### src/rtl/game_disp_pkg.sv
// Shared definitions for the game display arbiter.
//   ST_IDLE / ST_OWN / ST_BLANK : arbiter state encoding
//   DISP_W                      : width of one digit word / LED pattern
//   idx_w(n)                    : width of an index into n requesters
//   cnt_w(m)                    : width of a counter that must hold 0..m
package game_disp_pkg;

    localparam logic [1:0] ST_IDLE  = 2'd0;
    localparam logic [1:0] ST_OWN   = 2'd1;
    localparam logic [1:0] ST_BLANK = 2'd2;

    localparam int DISP_W = 16;

    function automatic int idx_w(input int n);
        return (n <= 1) ? 1 : $clog2(n);
    endfunction

    // A bound of 0 would give a zero-width counter, so keep at least one bit.
    function automatic int cnt_w(input int max_val);
        return (max_val < 1) ? 1 : $clog2(max_val + 1);
    endfunction

endpackage

### src/rtl/game_disp_pick.sv
// Combinational requester selector.
//   req     : request vector
//   start   : index the search begins at (used only when rr_mode is high)
//   rr_mode : 0 = fixed priority from index 0, 1 = circular search from start
//   valid   : some request bit is set
//   sel     : chosen index (0 when valid is low)
module game_disp_pick
    import game_disp_pkg::*;
#(
    parameter int NUM_REQ = 3,
    localparam int IW = idx_w(NUM_REQ)
) (
    input  logic [NUM_REQ-1:0] req,
    input  logic [IW-1:0]      start,
    input  logic               rr_mode,
    output logic               valid,
    output logic [IW-1:0]      sel
);

    int base;
    int idx;

    always_comb begin
        valid = 1'b0;
        sel   = '0;
        idx   = 0;
        base  = rr_mode ? int'(start) : 0;
        for (int k = 0; k < NUM_REQ; k++) begin
            idx = base + k;
            if (idx >= NUM_REQ) idx = idx - NUM_REQ;
            if (!valid && req[idx]) begin
                valid = 1'b1;
                sel   = IW'(idx);
            end
        end
    end

endmodule

### src/rtl/game_display_arbiter.sv
// Arbitrates one 4-digit display and 16-LED bank between NUM_REQ requesters.
// One owner at a time, minimum ownership of MIN_HOLD cycles before it can be
// displaced, BLANK_CYCLES of all-zero output between owners.
//   clk, clr        : clock, synchronous active-high reset
//   req             : level requests, index 0 highest priority
//   seg_in, led_in  : per-requester digit word / LED pattern, 16 bits each
//   grant, owner    : one-hot grant and owner index (0 when no owner)
//   busy            : high while owning or blanking
//   seg_data, led   : registered display data of the owner
// Build option GAME_DISP_RR_EN: round-robin selection, owners yield to any
// other requester after MIN_HOLD instead of being preempted by priority.
//
// state    | meaning
// ST_IDLE  | no owner, outputs zero
// ST_OWN   | owner granted, its data forwarded with one cycle of lag
// ST_BLANK | gap between owners, outputs zero, req re-sampled on last cycle
module game_display_arbiter
    import game_disp_pkg::*;
#(
    parameter int NUM_REQ      = 3,
    parameter int MIN_HOLD     = 4,
    parameter int BLANK_CYCLES = 2
) (
    input  logic                        clk,
    input  logic                        clr,
    input  logic [NUM_REQ-1:0]          req,
    input  logic [DISP_W*NUM_REQ-1:0]   seg_in,
    input  logic [DISP_W*NUM_REQ-1:0]   led_in,
    output logic [NUM_REQ-1:0]          grant,
    output logic [idx_w(NUM_REQ)-1:0]   owner,
    output logic                        busy,
    output logic [DISP_W-1:0]           seg_data,
    output logic [DISP_W-1:0]           led
);

    localparam int IW = idx_w(NUM_REQ);
    localparam int HW = cnt_w(MIN_HOLD);
    localparam int BW = cnt_w(BLANK_CYCLES);

    logic [1:0]         state_q, state_d;
    logic [HW-1:0]      hold_q, hold_d;
    logic [BW-1:0]      blank_q, blank_d;
    logic [NUM_REQ-1:0] grant_q, grant_d;
    logic [IW-1:0]      owner_q, owner_d;
    logic               busy_q, busy_d;
    logic [DISP_W-1:0]  seg_q, seg_d;
    logic [DISP_W-1:0]  led_q, led_d;

    logic               pick_valid;
    logic [IW-1:0]      pick_sel;
    logic [IW-1:0]      pick_start;
    logic               rr_mode;
    logic               hold_done;
    logic               release_req;
    logic               leave_early;

`ifdef GAME_DISP_RR_EN
    logic [IW-1:0]      last_q, last_d;
    assign rr_mode    = 1'b1;
    assign pick_start = (last_q == IW'(NUM_REQ - 1)) ? '0 : last_q + IW'(1);
    // Any other requester makes a settled owner yield.
    assign leave_early = hold_done && (|(req & ~grant_q));
`else
    assign rr_mode    = 1'b0;
    assign pick_start = '0;
    // grant_q - 1 on a one-hot vector masks exactly the higher-priority bits.
    assign leave_early = hold_done && (|(req & (grant_q - NUM_REQ'(1))));
`endif

    assign hold_done   = (hold_q == HW'(MIN_HOLD));
    assign release_req = !req[owner_q];

    game_disp_pick #(.NUM_REQ(NUM_REQ)) u_pick (
        .req     (req),
        .start   (pick_start),
        .rr_mode (rr_mode),
        .valid   (pick_valid),
        .sel     (pick_sel)
    );

    always_ff @(posedge clk) begin
        if (clr) begin
            state_q <= ST_IDLE;
            hold_q  <= '0;
            blank_q <= '0;
            grant_q <= '0;
            owner_q <= '0;
            busy_q  <= 1'b0;
            seg_q   <= '0;
            led_q   <= '0;
`ifdef GAME_DISP_RR_EN
            last_q  <= IW'(NUM_REQ - 1);
`endif
        end else begin
            state_q <= state_d;
            hold_q  <= hold_d;
            blank_q <= blank_d;
            grant_q <= grant_d;
            owner_q <= owner_d;
            busy_q  <= busy_d;
            seg_q   <= seg_d;
            led_q   <= led_d;
`ifdef GAME_DISP_RR_EN
            last_q  <= last_d;
`endif
        end
    end

    always_comb begin
        state_d = state_q;
        hold_d  = hold_q;
        blank_d = blank_q;
        case (state_q)
            ST_IDLE: begin
                if (pick_valid) begin
                    state_d = ST_OWN;
                    hold_d  = '0;
                end
            end
            ST_OWN: begin
                if (release_req || leave_early) begin
                    state_d = ST_BLANK;
                    blank_d = '0;
                end else if (!hold_done) begin
                    hold_d = hold_q + HW'(1);
                end
            end
            ST_BLANK: begin
                if (blank_q == BW'(BLANK_CYCLES - 1)) begin
                    if (pick_valid) begin
                        state_d = ST_OWN;
                        hold_d  = '0;
                    end else begin
                        state_d = ST_IDLE;
                    end
                end else begin
                    blank_d = blank_q + BW'(1);
                end
            end
            default: state_d = ST_IDLE;
        endcase
    end

    always_comb begin
        grant_d = '0;
        owner_d = '0;
        seg_d   = '0;
        led_d   = '0;
        busy_d  = (state_d != ST_IDLE);
`ifdef GAME_DISP_RR_EN
        last_d  = last_q;
`endif
        if (state_d == ST_OWN) begin
            if (state_q != ST_OWN) begin
                // New grant: data stays zero until the next edge.
                grant_d = NUM_REQ'(1) << pick_sel;
                owner_d = pick_sel;
`ifdef GAME_DISP_RR_EN
                last_d  = pick_sel;
`endif
            end else begin
                grant_d = grant_q;
                owner_d = owner_q;
                seg_d   = seg_in[int'(owner_q)*DISP_W +: DISP_W];
                led_d   = led_in[int'(owner_q)*DISP_W +: DISP_W];
            end
        end
    end

    assign grant    = grant_q;
    assign owner    = owner_q;
    assign busy     = busy_q;
    assign seg_data = seg_q;
    assign led      = led_q;

endmodule

### config.mk
export PLATFORM = sky130hd
export DESIGN_NAME = game_display_arbiter
export DESIGN_NICKNAME = d
export VERILOG_FILES = /design/src/rtl/game_disp_pkg.sv /design/src/rtl/game_disp_pick.sv /design/src/rtl/game_display_arbiter.sv
export SDC_FILE = /design/constraint.sdc
export NUM_CORES = 1
export LEC_CHECK = 0
export ABC_AREA = 1
export BUFFER_PORTS_ARGS = -buffer_cell sky130_fd_sc_hd__buf_2
export CORE_ASPECT_RATIO = 1.25
export CORE_MARGIN = 1
export CORE_UTILIZATION = 44
export DETAILED_ROUTE_END_ITERATION = 12
export GPL_TIMING_DRIVEN = 0
export PLACE_DENSITY = 0.81
export SLEW_MARGIN = 0
export SYNTH_ARGS = -nofsm -noshare
export SYNTH_HDL_FRONTEND = slang
export SYNTH_SLANG_ARGS = --single-unit
### constraint.sdc
create_clock -name clk -period 2.68 [get_ports clk]
set_input_delay 0.402 -clock clk [delete_from_list [all_inputs] [get_ports clk]]
set_output_delay 0.402 -clock clk [all_outputs]
set_load 0.02 [all_outputs]
==> reports/results.tsv, run 1 <==
metric	value	unit
period_minus_slack	2370	ps
num_vias	2460	
cts-resized-gates	0	
rsz_0062_raised_after_global_routing	no	
regToRegSetupSlack	310	ps
gp_congestion	0.855	
worstPathMaxFanout	10	
cp_slowest_cell	sky130_fd_sc_hd__dfxtp_1	
synth_fp_nets	404	
drt-total-wl	6.41	mm
synth-main-ff-cell	sky130_fd_sc_hd__dfxtp_1	
critical_path_arrival	2600	ps
maxSlewHeadroom	0.648	
worst-endpoint-required	2910	ps
synthesis.area_per_instance	8.00	sq um
grt_antenna_before_repair	0	
finalSetupViolCount	0	
syn_inst	295	
cts_buffer_depth	2	
cts.reportedPaths.clkPinSlew	90	ps
first_global_vias	2280	
die_y	83.9	um
core.rowCount	29	
synth_seq_area_share	0.373	
placement.cell_area	0.00313	sq mm
leakage	0.00164	uW
tritoncts_clock_tree	yes	
cts.root.buffer_cell	sky130_fd_sc_hd__clkbuf_8	
h-tree-depth	2	
clock_insertion_delay_worst_skew	290	ps
core_area	0.00512	sq mm
footprint_of_the_flip_flops_and_latches	881	sq um
grt_first_pass_wirelength	9.96	mm
first_pass_drt_iterations	4	
criticalPathCategory	reg -> reg	
ios	139	
layout-drive-gt1-share	0.501	
synth_enable_flop_cells	0	
layout.nets	549	
area_delta_synth_final	37.7	%
min_path_cells	3	
remaining_drcs	0	
final_antenna_net_count	0	
wl_per_cell	12.7	um
worst_clock_skew	6.32	ps
max-cap-violations	0	
postCtsSetupBuffers	0	
maxSlewViolCount	0	
post-dp-hpwl	5.18	mm
post_synth_instance_area	0.00236	sq mm
worst_hold_startpoint	seg_in[39]	
tritoncts.num_buffers	5	
io_buffers	138	
postSynth.asyncResetShare	0	
synth_seq_cells	44	
hold_viol_final	0	
timing.critical_path.cells	inv_2 -> clkbuf_1 -> ha_1 -> inv_1 -> nand2_1 -> nand2_1 -> inv_1 -> nand2_1 -> nand2_1 -> nand3_2 -> a21oi_4 -> nand3_4 -> buf_6 -> nor2_2	
fp.dieW	67.5	um
reg2reg_depth	14	
number_of_diodes_added_for_antenna_fixing	0	
cpPeakStageDelay	560	ps
hold_path.class	in -> reg	
design_area	0.00325	sq mm
timing.critical_path.to_type	flip-flop	
detail_route.vias_per_cell	4.89	
cp_launch_type	flip-flop	
fp.dieArea	0.00566	sq mm
largest_net_degree_at_the_start_of_global_routing	15	
hold_ep	seg_data[7]$_SDFF_PP0_	
power_density	743	mW/mm^2
run_status	complete, no violations	
cts_num_sinks	44	
grt_overflow_total	0	
timing_worst_slew_pin_value	529	ps
yosys_warnings	0	
synthDistinctLibCells	27	
initial_core_util	0.461	
setup_total_negative_slack	0	ps
worstReg2RegEnd	led[12]$_SDFF_PP0_	
grt.total_usage	0.229	
multi_input_comb_area	0.00129	sq mm
peakVddDrop	0.000493	V
worst_path_most_repeated_cell	sky130_fd_sc_hd__nand2_1	
holdBufCountCts	0	
drt_iter0_markers	121	
period_share	0.884	
fmaxAchievable	422	MHz
reg2reg_from	grant[1]$_SDFFE_PP0N_	
filler_cell_count	456	
## logic make-up (layout without fill, tap and decap cells)
kind of cell | count (synthesis) | count (layout) | synth area share
XOR/XNOR | 1 | 1 | 0.00371
AND/OR/NAND/NOR | 122 | 122 | 0.279
buffers and inverters | 43 | 189 | 0.0800
AO/OA/AOI/OAI | 77 | 77 | 0.222
flip-flops | 44 | 44 | 0.373
adder cells (fa/ha/maj) | 8 | 8 | 0.0424
## registers in the layout (all words and copies together) (netlist names)
name      cells
blank_q       2
busy          1
grant         3
hold_q        3
led          16
owner         1
seg_data     16
state_q       2
## Yosys cell counts (2+ instances only)
cell type	number	share of area
sky130_fd_sc_hd__a2bb2oi_1	32	0.12
sky130_fd_sc_hd__inv_1	23	0.037
sky130_fd_sc_hd__inv_2	2	0.0032
sky130_fd_sc_hd__a21oi_1	7	0.015
sky130_fd_sc_hd__nand2_2	2	0.0053
sky130_fd_sc_hd__buf_6	3	0.014
sky130_fd_sc_hd__nand2_1	32	0.051
sky130_fd_sc_hd__nor2_1	12	0.019
sky130_fd_sc_hd__ha_1	8	0.042
sky130_fd_sc_hd__nand3_1	6	0.013
sky130_fd_sc_hd__clkbuf_1	12	0.019
sky130_fd_sc_hd__nand4_1	4	0.011
sky130_fd_sc_hd__o21ai_0	35	0.074
sky130_fd_sc_hd__or2_2	32	0.085
sky130_fd_sc_hd__nor2_2	30	0.079
sky130_fd_sc_hd__dfxtp_1	44	0.37
## worst max-delay path, delay by kind of cell (launching register included)
family | cells | cell delay (ps)
AOI/OAI and AO/OA | 1 | 220
adders and majority gates | 1 | 310
buffers and inverters | 5 | 650
DFF | 1 | 560
and+or+nand+nor | 7 | 570
## power breakdown
part | total, uW | switching (uW) | internal (uW)
Combinational | 1080 | 639 | 439
Sequential | 807 | 50.1 | 757
Clock | 530 | 226 | 305
## metrics by stage
step	std cells	power, uW	utilization	setup slack (ps)	hold WS, ps
floorplan	295	1590	-	611	434
global placement	495	1870	0.612	338	453
detailed placement	495	1900	0.612	299	462
CTS	503	2440	0.635	280	349
global route	503	2580	0.635	78.7	356
finish	503	2420	0.635	311	355
## worst max path at each step
stage                               start            endpoint  slack [ps]
finish              grant[1]$_SDFFE_PP0N_  led[12]$_SDFF_PP0_         310
floorplan           grant[1]$_SDFFE_PP0N_   led[0]$_SDFF_PP0_         610
global route        grant[1]$_SDFFE_PP0N_  led[12]$_SDFF_PP0_          80
global placement    grant[1]$_SDFFE_PP0N_  led[11]$_SDFF_PP0_         340
detailed placement  grant[1]$_SDFFE_PP0N_  led[12]$_SDFF_PP0_         300
CTS                 grant[1]$_SDFFE_PP0N_  led[12]$_SDFF_PP0_         280
## area by class of cell
type	instances	share of cell area
plain buffers	18	0.0293
clock buffers	6	0.0254
clock inverters	2	0.0119
inverters	25	0.0289
multi-input cells	208	0.397
flip-flops and latches	44	0.271
well taps	62	0.0239
repair buffers	138	0.212
## cell usage in the layout, fill, tap and decap left out, types with 2 or more instances in the layout
cell                        count
sky130_fd_sc_hd__nor2_1        12
sky130_fd_sc_hd__clkbuf_8       6
sky130_fd_sc_hd__inv_1         23
sky130_fd_sc_hd__dfxtp_1       44
sky130_fd_sc_hd__clkbuf_1      12
sky130_fd_sc_hd__nor2_2        30
sky130_fd_sc_hd__buf_2        139
sky130_fd_sc_hd__buf_6          3
sky130_fd_sc_hd__nand2_1       32
sky130_fd_sc_hd__or2_2         32
sky130_fd_sc_hd__nand3_1        6
sky130_fd_sc_hd__o21ai_0       35
sky130_fd_sc_hd__a21oi_1        7
sky130_fd_sc_hd__a2bb2oi_1     32
sky130_fd_sc_hd__nand4_1        4
sky130_fd_sc_hd__nand2_2        2
sky130_fd_sc_hd__ha_1           8
sky130_fd_sc_hd__inv_2          2
## layer usage
metal / up-vias / global-route usage / wire (um)
met2: 99 / 0.410 / 3290
met1: 1080 / 0.251 / 2530
met4: 0 / 0.0832 / 130
met3: 14 / 0.0546 / 454
met5: - / 0 / 0
li1: 1267 / - / -
Note: power is estimated with default switching activity, not from simulation.
==> run 2: changes to the inputs <==
Settings changed: CORE_MARGIN 1 to 2, PLACE_DENSITY 0.81 to 0.8, SYNTH_HIERARCHICAL set to 1.
==> run 2 against run 1 <==
Effect of this change:
- via count rose by 13%
- die area rose by 9.8%
- utilization fell by 0.69 points
- highest routed layer is now met5
- power fell by 25%
- non-clock buffer count fell by 1
- area after synthesis rose by 4.4%
- first-iteration DRC count fell by 19%
- design area rose by 4.5%
- wire length rose by 13%
- hold slack got worse by 15 ps
- clock skew rose by 1.6 ps
- largest cell class unchanged
- flip-flop and latch count rose by 1
==> reports/results.tsv, run 2 <==
metric	value	unit
placement.cell_area	0.00328	sq mm
cts_buffer_depth	2	
setup_total_negative_slack	0	ps
synth_enable_flop_cells	0	
power_density	536	mW/mm^2
fp.dieArea	0.00622	sq mm
post-place-ws	628	ps
criticalPathCategory	reg -> reg	
leakage	0.00180	uW
gp_congestion	0.915	
grt_first_pass_wirelength	11.3	mm
min_setup_slack_post_route	766	ps
post-synth-top-count-cell	sky130_fd_sc_hd__nor2_1	
clock_insertion_delay_worst_skew	300	ps
num_vias	2784	
cts.root.buffer_cell	sky130_fd_sc_hd__clkbuf_8	
synth-main-ff-cell	sky130_fd_sc_hd__dfxtp_1	
synthDistinctLibCells	32	
synth_top_cell_area_share	0.365	
number_of_diodes_added_for_antenna_fixing	0	
layout.cells.most_common	sky130_fd_sc_hd__buf_2	
numPlacedInstances	546	
synthTopCellsByArea	sky130_fd_sc_hd__dfxtp_1, sky130_fd_sc_hd__a2bb2oi_1, sky130_fd_sc_hd__nor2_1	
post_synth_instance_area	0.00246	sq mm
period_minus_slack	1910	ps
first_pass_drt_iterations	6	
holdBufCountCts	0	
area_delta_synth_final	37.8	%
max-cap-violations	0	
wl_per_cell	13.1	um
final_antenna_net_count	0	
initial_core_util	0.456	
hold_viol_final	0	
core.rowCount	30	
fmaxAchievable	522	MHz
synth_largest_area_cell	sky130_fd_sc_hd__dfxtp_1	
grt_antenna_before_repair	1	
postSynth.asyncResetShare	0	
worstPathMaxFanout	10	
cts-resized-gates	0	
io_buffers	138	
ios	139	
core_area	0.00541	sq mm
first_global_vias	2539	
ys_top_cells_by_count	sky130_fd_sc_hd__nor2_1, sky130_fd_sc_hd__dfxtp_1, sky130_fd_sc_hd__o21ai_0, sky130_fd_sc_hd__nand2_1, sky130_fd_sc_hd__a2bb2oi_1	
finalSetupViolCount	0	
run_status	complete, no violations	
layout-drive-gt1-share	0.355	
filler_cell_count	485	
yosys_warnings	6	
layout.nets	599	
die_y	87.7	um
final_cells	554	
hold_path.class	in -> reg	
critical_path_arrival	2150	ps
drt-total-wl	7.26	mm
cts_num_sinks	45	
rsz_0062_raised_after_global_routing	no	
tritoncts.num_buffers	5	
period_share	0.714	
design_area	0.00340	sq mm
tritoncts_clock_tree	yes	
postCtsSetupBuffers	0	
drt_iter0_markers	98	
cts.reportedPaths.clkPinSlew	90	ps
h-tree-depth	2	
timing.critical_path.to_type	flip-flop	
layout.cells.most_common_list	sky130_fd_sc_hd__buf_2, sky130_fd_sc_hd__nor2_1, sky130_fd_sc_hd__dfxtp_1	
fp.dieW	70.9	um
maxSlewViolCount	0	
synthesis.area_per_instance	7.40	sq um
post-dp-hpwl	5.81	mm
syn_inst	333	
synth_seq_cells	45	
worst_clock_skew	7.89	ps
grt.total_usage	0.228	
detail_route.vias_per_cell	5.03	
synth_seq_area_share	0.365	
remaining_drcs	0	
grt_overflow_total	0	
cp_launch_type	flip-flop	
largest_net_degree_at_the_start_of_global_routing	15	
worst-endpoint-required	2920	ps
peakVddDrop	0.000423	V
==> run 2: cell types whose count changed in the layout (fill, tap and decap cells not counted), moves of 6 or more <==
cell	previous run	this run
sky130_fd_sc_hd__nor2_1	12	66
sky130_fd_sc_hd__or2_2	32	0
sky130_fd_sc_hd__nor2_2	30	10
sky130_fd_sc_hd__conb_1	0	12
sky130_fd_sc_hd__nand3_1	6	16
sky130_fd_sc_hd__inv_1	23	29
==> run 2: cell type report <==
class	count	area (sq um)	share of cell area
multi-input combinational	247	1380	0.405
sequential	45	901	0.265
timing repair buffer	138	691	0.203
inverter	35	135	0.0398
buffer	17	95.1	0.0280
clock buffer	6	82.6	0.0243
tap	64	80.1	0.0236
clock inverter	2	37.5	0.0110
==> run 2: where the power goes <==
part / internal, uW / switching (uW)
clock network: 303 / 237
logic: 222 / 321
registers: 718 / 19.1
total: 1240 / 577
==> run 2: logic make-up (layout without fill, tap and decap cells) <==
family | after synthesis | count (layout) | share of synthesized area
AOI/OAI and AO/OA | 82 | 82 | 0.221
and+or+nand+nor | 143 | 143 | 0.269
buffers and inverters | 52 | 198 | 0.0934
adders and majority gates | 9 | 9 | 0.0457
other | 1 | 12 | 0.00152
xor gates and xnor gates | 1 | 1 | 0.00355
DFF | 45 | 45 | 0.365
==> run 2: stage by stage <==
step,total power [uW],utilization,hold WS [ps]
4_1_cts,1840,0.628,335
3_3_place_gp,1280,0.606,451
2_1_floorplan,1110,-,434
6_report,1820,0.628,340
5_1_grt,1930,0.628,333
3_5_place_dp,1290,0.606,462
==> run 2: routing by layer <==
layer | vias to the layer above | part of all wire | wire, um | GRT usage
met5 | - | 0.0019 | 14 | 0
met4 | 2 | 0.018 | 131 | 0.0909
met3 | 18 | 0.072 | 523 | 0.0483
met2 | 117 | 0.51 | 3730 | 0.418
met1 | 1240 | 0.39 | 2850 | 0.257
li1 | 1407 | - | - | -
==> run 2: path summary, 6_finish.rpt <==
check                           from                 endpoint  slack [ps]  depth (start not counted)
max            state_q[1]$_SDFF_PP0_        led[5]$_SDFF_PP0_         770                         11
min                       led_in[43]       led[11]$_SDFF_PP0_         340                          3
max reg2reg    state_q[1]$_SDFF_PP0_        led[5]$_SDFF_PP0_         770                         11
min reg2reg  blank_q[1]$_SDFFE_PP0P_  blank_q[1]$_SDFFE_PP0P_         470                          2
==> run 2: critical path, cell delays in order (launching register included) <==
cell and delay [ps]:
sky130_fd_sc_hd__dfxtp_1 350, sky130_fd_sc_hd__inv_1 80, sky130_fd_sc_hd__ha_1 180, sky130_fd_sc_hd__buf_2 180
sky130_fd_sc_hd__inv_2 140, sky130_fd_sc_hd__o21ai_0 90, sky130_fd_sc_hd__o21ai_0 180, sky130_fd_sc_hd__inv_1 80
sky130_fd_sc_hd__nand2_2 130, sky130_fd_sc_hd__nand4_4 160, sky130_fd_sc_hd__buf_6 180, sky130_fd_sc_hd__nor2_1 80
